==> src/rtl/led_matrix_pkg.sv <==
// led_matrix_pkg: shared FSM type, constants and one-hot decode helper for the LED scan decoder.
package led_matrix_pkg;
   typedef enum logic [1:0] {WAIT_ROW, SETTLE, HOLD} scan_state_t;
   localparam int N_DEFAULT   = 5;
   localparam int SYNC_STAGES = 2;
   typedef struct packed {
      logic       valid;
      logic [7:0] idx;
   } onehot_t;
   function automatic onehot_t onehot_index(input logic [31:0] v);
      onehot_t r;
      int      hits;
      r    = '0;
      hits = 0;
      for (int i = 0; i < 32; i++) begin
         if (v[i]) begin
            hits++;
            r.idx = 8'(i);
         end
      end
      r.valid = (hits == 1);
      return r;
   endfunction
endpackage

==> src/rtl/scan_settle_filter.sv <==
// scan_settle_filter: synchronizes the scan bus and flags it stable after SETTLE_CYCLES unchanged samples.
module scan_settle_filter
   import led_matrix_pkg::*;
#(
   parameter int WIDTH         = 10,
   parameter int SETTLE_CYCLES = 2
) (
   input  logic             clk,
   input  logic             rst_n,
   input  logic [WIDTH-1:0] din,
   output logic [WIDTH-1:0] dout,
   output logic             stable
);
   localparam int CW = $clog2(SETTLE_CYCLES + 1);
   logic [WIDTH-1:0] sync_q [SYNC_STAGES];
   logic [WIDTH-1:0] prev;
   logic [CW-1:0]    cnt;
   always_ff @(posedge clk or negedge rst_n) begin
      if (!rst_n) begin
         for (int i = 0; i < SYNC_STAGES; i++) sync_q[i] <= '0;
         prev <= '0;
         cnt  <= '0;
      end else begin
         sync_q[0] <= din;
         for (int i = 1; i < SYNC_STAGES; i++) sync_q[i] <= sync_q[i-1];
         prev <= dout;
         cnt  <= (dout != prev) ? '0 : (cnt == CW'(SETTLE_CYCLES)) ? cnt : cnt + CW'(1);
      end
   end
   assign dout   = sync_q[SYNC_STAGES-1];
   assign stable = cnt == CW'(SETTLE_CYCLES);
endmodule

==> src/rtl/led_matrix_scan_decoder.sv <==
// led_matrix_scan_decoder: rebuilds N x N frames from a row/col LED scan bus with valid/ready handoff.
// Define LED_SCAN_ORDER_CHECK_EN to enforce ascending row order and report violations on order_err.
module led_matrix_scan_decoder
   import led_matrix_pkg::*;
#(
   parameter int N              = N_DEFAULT,
   parameter int SETTLE_CYCLES  = 2,
   parameter int TIMEOUT_CYCLES = 1024,
   parameter bit COL_ACTIVE_LOW = 1'b1
) (
   input  logic           clk,
   input  logic           rst_n,
   input  logic [N-1:0]   rows,
   input  logic [N-1:0]   cols,
   output logic [N*N-1:0] frame,
   output logic           frame_valid,
   input  logic           frame_ready,
   output logic [7:0]     overrun_count,
   output logic [N-1:0]   row_seen
`ifdef LED_SCAN_ORDER_CHECK_EN
   ,
   output logic           order_err
`endif
);
   localparam int TW = $clog2(TIMEOUT_CYCLES + 1);
   scan_state_t    state, state_n;
   logic [2*N-1:0] bus_s;
   logic [N-1:0]   rows_s, cols_s, pix, rows_hold;
   logic           stable, capture, cap_d, timeout, in_order;
   logic [N*N-1:0] shadow;
   logic [TW-1:0]  to_cnt;
   onehot_t        oh;
   scan_settle_filter #(.WIDTH(2*N), .SETTLE_CYCLES(SETTLE_CYCLES)) u_filter (
      .clk    (clk),
      .rst_n  (rst_n),
      .din    ({rows, cols}),
      .dout   (bus_s),
      .stable (stable)
   );
   assign {rows_s, cols_s} = bus_s;
   assign pix     = cols_s ^ {N{COL_ACTIVE_LOW}};
   assign oh      = onehot_index(32'(rows_s));
   assign timeout = to_cnt == TW'(TIMEOUT_CYCLES);
`ifdef LED_SCAN_ORDER_CHECK_EN
   logic [7:0] exp_row;
   assign in_order = oh.idx == exp_row;
   always_ff @(posedge clk or negedge rst_n) begin
      if (!rst_n) begin
         exp_row   <= '0;
         order_err <= 1'b0;
      end else begin
         order_err <= capture && !in_order;
         if (capture) exp_row <= (oh.idx == 8'(N-1)) ? 8'd0 : oh.idx + 8'd1;
      end
   end
`else
   assign in_order = 1'b1;
`endif
   always_ff @(posedge clk or negedge rst_n) begin
      if (!rst_n) state <= WAIT_ROW;
      else        state <= state_n;
   end
   // HOLD ignores cols changes so a row is captured only once per dwell
   always_comb begin
      state_n = state;
      capture = 1'b0;
      case (state)
         WAIT_ROW: state_n = oh.valid ? SETTLE : WAIT_ROW;
         SETTLE: begin
            capture = oh.valid && stable;
            state_n = !oh.valid ? WAIT_ROW : stable ? HOLD : SETTLE;
         end
         HOLD:     state_n = (rows_s != rows_hold) ? WAIT_ROW : HOLD;
         default:  state_n = WAIT_ROW;
      endcase
   end
   always_ff @(posedge clk or negedge rst_n) begin
      if (!rst_n) begin
         frame         <= '0;
         frame_valid   <= 1'b0;
         overrun_count <= '0;
         row_seen      <= '0;
         shadow        <= '0;
         rows_hold     <= '0;
         to_cnt        <= '0;
         cap_d         <= 1'b0;
      end else begin
         cap_d  <= capture;
         to_cnt <= (row_seen == '0 || timeout) ? '0 : to_cnt + TW'(1);
         if (frame_valid && frame_ready) frame_valid <= 1'b0;
         if (cap_d && &row_seen) begin
            row_seen <= '0;
            if (!frame_valid || frame_ready) begin
               frame       <= shadow;
               frame_valid <= 1'b1;
            end else begin
               shadow        <= '0;
               overrun_count <= overrun_count + {7'd0, overrun_count != 8'hff};
            end
         end
         if (timeout) begin
            row_seen <= '0;
            shadow   <= '0;
         end
         if (capture) begin
            rows_hold <= rows_s;
            to_cnt    <= '0;
            for (int j = 0; j < N; j++) begin
               if (oh.idx == 8'(j)) begin
                  shadow[j*N +: N] <= pix;
                  row_seen[j]      <= 1'b1;
               end else if (!in_order) begin
                  row_seen[j] <= 1'b0;
               end
            end
         end
      end
   end
endmodule

==> config.mk <==
export PLATFORM = sky130hd
export DESIGN_NAME = led_matrix_scan_decoder
export DESIGN_NICKNAME = d
export VERILOG_FILES = /design/src/rtl/led_matrix_pkg.sv /design/src/rtl/scan_settle_filter.sv /design/src/rtl/led_matrix_scan_decoder.sv
export SDC_FILE = /design/constraint.sdc
export NUM_CORES = 1
export LEC_CHECK = 0
export BUFFER_PORTS_ARGS = -buffer_cell sky130_fd_sc_hd__clkbuf_2
export CORE_AREA = 2 2 76 132
export DETAILED_ROUTE_END_ITERATION = 6
export DIE_AREA = 0 0 78 134
export PLACE_DENSITY = 0.76
export REMOVE_ABC_BUFFERS = 1
export SKIP_CTS_REPAIR_TIMING = 1
export SLEW_MARGIN = 20
export SYNTH_ARGS = -nofsm -noshare
export SYNTH_HDL_FRONTEND = slang
export SYNTH_SLANG_ARGS = --single-unit
==> constraint.sdc <==
create_clock -name clk -period 6.1 [get_ports clk]
set_input_delay 1.22 -clock clk [delete_from_list [all_inputs] [get_ports clk]]
set_output_delay 1.22 -clock clk [all_outputs]
set_load 0.01 [all_outputs]
==> results.sh <==
export IMPL_outcome="completed"
export IMPL_r2r_end="rows_hold[2]$_DFFE_PN0N_"
export IMPL_crit_type="flop to flop"
export IMPL_routed_wl_um=8812
export IMPL_setup_violations_final=0
export IMPL_seq_area_frac_synth=0.6282
export IMPL_powerDensity_nw_per_um2=334.2
export IMPL_rows=47
export IMPL_synth_warnings=0
export IMPL_cts_tree="yes"
export IMPL_hp_start="u_filter.sync_q[11]$_DFF_PN0_"
export IMPL_ir_drop_uv=249.3
export IMPL_pin_count=52
export IMPL_drt_iter0_markers=163
export IMPL_finalWorstSetupSlack_ps=2250
export IMPL_tightest_slew_ps=766.5
export IMPL_dpl_cell_count=532
export IMPL_cts_sinks=115
export IMPL_placed_cell_area_um2=4964
export IMPL_grt_setup_unrepaired="false"
export IMPL_route_detailed_drc=0
export IMPL_worst_r2r_cell_count=12
export IMPL_htreeDepth=4
export IMPL_grtUsageTotal=0.1920
export IMPL_area_growth_pct=22.04
export IMPL_hold_class="flop to flop"
export IMPL_clock_fmax_ghz=0.2597
export IMPL_n_antenna_cell=0
export IMPL_grt_pass1_vias=3141
export IMPL_crit_fanout=17
export IMPL_core_um2=9409
export IMPL_synthArstFlopShare=1.000
export IMPL_yosysMostFrequentCell="dfrtp_1"
export IMPL_grt_pass1_wl_um=15240
export IMPL_yosys_top_cells_count="dfrtp_1 (115), nand2_1 (35), nand3_1 (31), mux2_2 (27), nor2_1 (26)"
export IMPL_rrSetupSlack_ps=2250
export IMPL_fp_dieW_um=78
export IMPL_cp_arrival_ps=4140
export IMPL_wl_per_cell_um=15.62
export IMPL_whs_path_depth=0
export IMPL_dp_hpwl_um=5873
export IMPL_final_cell_area_um2=5590
export IMPL_clk_pin_slew_ps=60
export IMPL_fin_skew_ps=6.408
export IMPL_hold_end="u_filter.dout[1]$_DFF_PN0_"
export IMPL_reg2reg_from="u_filter.dout[6]$_DFF_PN0_"
export IMPL_antenna_found_initial=0
export IMPL_slew_violations=0
export IMPL_viasPerCell=5.243
export IMPL_post_route_period_util=0.6312
export IMPL_ys_flop_type="dfrtp_1"
export IMPL_port_buffers=51
export IMPL_ant_nets=0
export IMPL_start_util=0.4868
export IMPL_clock_root_buffer="clkbuf_16"
export IMPL_timing_final_hold_violations=0
export IMPL_grt_max_degree=64
export IMPL_critical_path_endpoint_type="flop"
export IMPL_syn_avg_cell_area_um2=12.45
export IMPL_nFillCells=777
export IMPL_dieArea_um2=10450
export IMPL_synth_largest_area_cell="dfrtp_1"
export IMPL_numCtsBuffers=17
export IMPL_final_nets=451
export IMPL_synth_seq_cells=115
export IMPL_cap_violations=0
export IMPL_clkLatencyLatePin_ps=410
export IMPL_die_h_um=134
export IMPL_fin_crit_ps=3850
export IMPL_leakagePower_uw=0.002786
export IMPL_grt_overflow=0
export IMPL_first_pass_iters=5
export IMPL_synth_area_top_cells="dfrtp_1 (63%), mux2_2 (6.6%), xor2_1 (3.8%), nand3_1 (3.4%), nand2_1 (2.9%)"
export IMPL_dp_slack_ps=2273
export IMPL_max_slew_margin=0.4890
export IMPL_required_ps=6390
export IMPL_place_congestion=0.8625
export IMPL_cp_start_kind="flop"
export IMPL_finalNonFillerCells=564
export IMPL_cts_buffer_depth=2
export IMPL_synth_top_cell_area_share=0.6282
export IMPL_netlist_area_um2=4581
export IMPL_yosysUniqueCellTypes=38
export IMPL_synth_edf_count=0
export IMPL_synthCells=368
export IMPL_drive_gt1_frac=0.2760
export IMPL_setup_tns_ps=0
export IMPL_via_count=2957
[power by group]
part,internal [uW],total [uW],switching [uW]
clock network,670,1030,357
registers,775,787,12.3
logic,21.4,53.7,32.4
total,1470,1870,402
[per-stage QoR]
| step | hold slack, ps | total power [uW] | utilization |
|---|---|---|---|
| floorplan | 331.2 | 826.0 | - |
| global placement | 332.9 | 852.2 | 0.5275 |
| detailed placement | 334.7 | 854.9 | 0.5275 |
| CTS | 345.7 | 1885 | 0.5941 |
| global route | 350.1 | 1933 | 0.5941 |
| finish | 342.9 | 1868 | 0.5941 |
[routing by layer]
| layer | part of all wire | routed length, um | track usage |
|---|---|---|---|
| met1 | 0.37 | 3298 | 0.2151 |
| met2 | 0.55 | 4803 | 0.3190 |
| met3 | 0.040 | 355 | 0.05653 |
| met4 | 0.040 | 355 | 0.1179 |
| met5 | 0 | 0 | 0 |
[sequential cells by signal, indices dropped and copies added (netlist names)]
register         cells
cap_d                1
u_filter.dout       10
to_cnt              11
shadow              25
u_filter.sync_q     10
rows_hold            5
state                2
row_seen             5
frame_valid          1
u_filter.prev       10
u_filter.cnt         2
overrun_count        8
frame               25
[worst max-delay path by stage]
| stage | depth (start not counted) | start | end | slack (ps) |
|---|---|---|---|---|
| after floorplan | 12 | u_filter.dout[6]$_DFF_PN0_ | rows_hold[2]$_DFFE_PN0N_ | 2590 |
| after global placement | 12 | u_filter.dout[6]$_DFF_PN0_ | rows_hold[2]$_DFFE_PN0N_ | 2410 |
| after detailed placement | 12 | u_filter.dout[6]$_DFF_PN0_ | rows_hold[2]$_DFFE_PN0N_ | 2270 |
| after CTS | 12 | u_filter.dout[6]$_DFF_PN0_ | rows_hold[2]$_DFFE_PN0N_ | 2260 |
| after global routing | 12 | u_filter.dout[6]$_DFF_PN0_ | to_cnt[3]$_DFF_PN0_ | 1990 |
| final | 12 | u_filter.dout[6]$_DFF_PN0_ | rows_hold[2]$_DFFE_PN0N_ | 2250 |
[final cells by class]
class | count | area, um2 | share of cell area
Clock buffer | 19 | 452.9 | 0.08102
Tap cell | 122 | 152.6 | 0.02731
Sequential cell | 115 | 2878 | 0.5148
Inverter | 8 | 30.03 | 0.005372
Multi-Input combinational cell | 232 | 1615 | 0.2889
Clock inverter | 13 | 173.9 | 0.03111
Timing Repair Buffer | 55 | 287.8 | 0.05148
[cells in the final DEF (no fill, tap or decap), types with 2 or more instances in the layout]
cell	count
a21oi_1	2
and3_1	2
buf_4	5
bufinv_16	3
clkbuf_16	17
clkbuf_2	50
clkbuf_8	2
clkinv_4	3
clkinvlp_4	3
dfrtp_1	115
ha_1	9
inv_1	8
inv_6	4
mux2_2	27
mux2_4	2
mux2i_1	10
nand2_1	35
nand2b_1	3
nand3_1	31
nand4_1	6
nor2_1	26
nor3_1	4
nor4_1	5
o21ai_0	18
or4_1	2
or4b_2	2
xnor2_1	14
xor2_1	20
[worst max-delay path, stage by stage (launching register included)]
cell     delay, ps
dfrtp_1        450
inv_1          110
ha_1           350
xor2_1         240
ha_1           270
nand2_1         70
o31a_1         220
inv_1           60
ha_1           170
xor3_1         380
or4_1          790
and2_4         320
mux2_4         300
[cell families after synthesis]
family,share of synthesized area
AOI/OAI and AO/OA,0.03333
xor gates and xnor gates,0.07020
adders and majority gates,0.02458
buffers and inverters,0.01967
DFF,0.6282
muxes,0.09478
and+or+nand+nor,0.1292
Power figures use the tool's default switching activity.
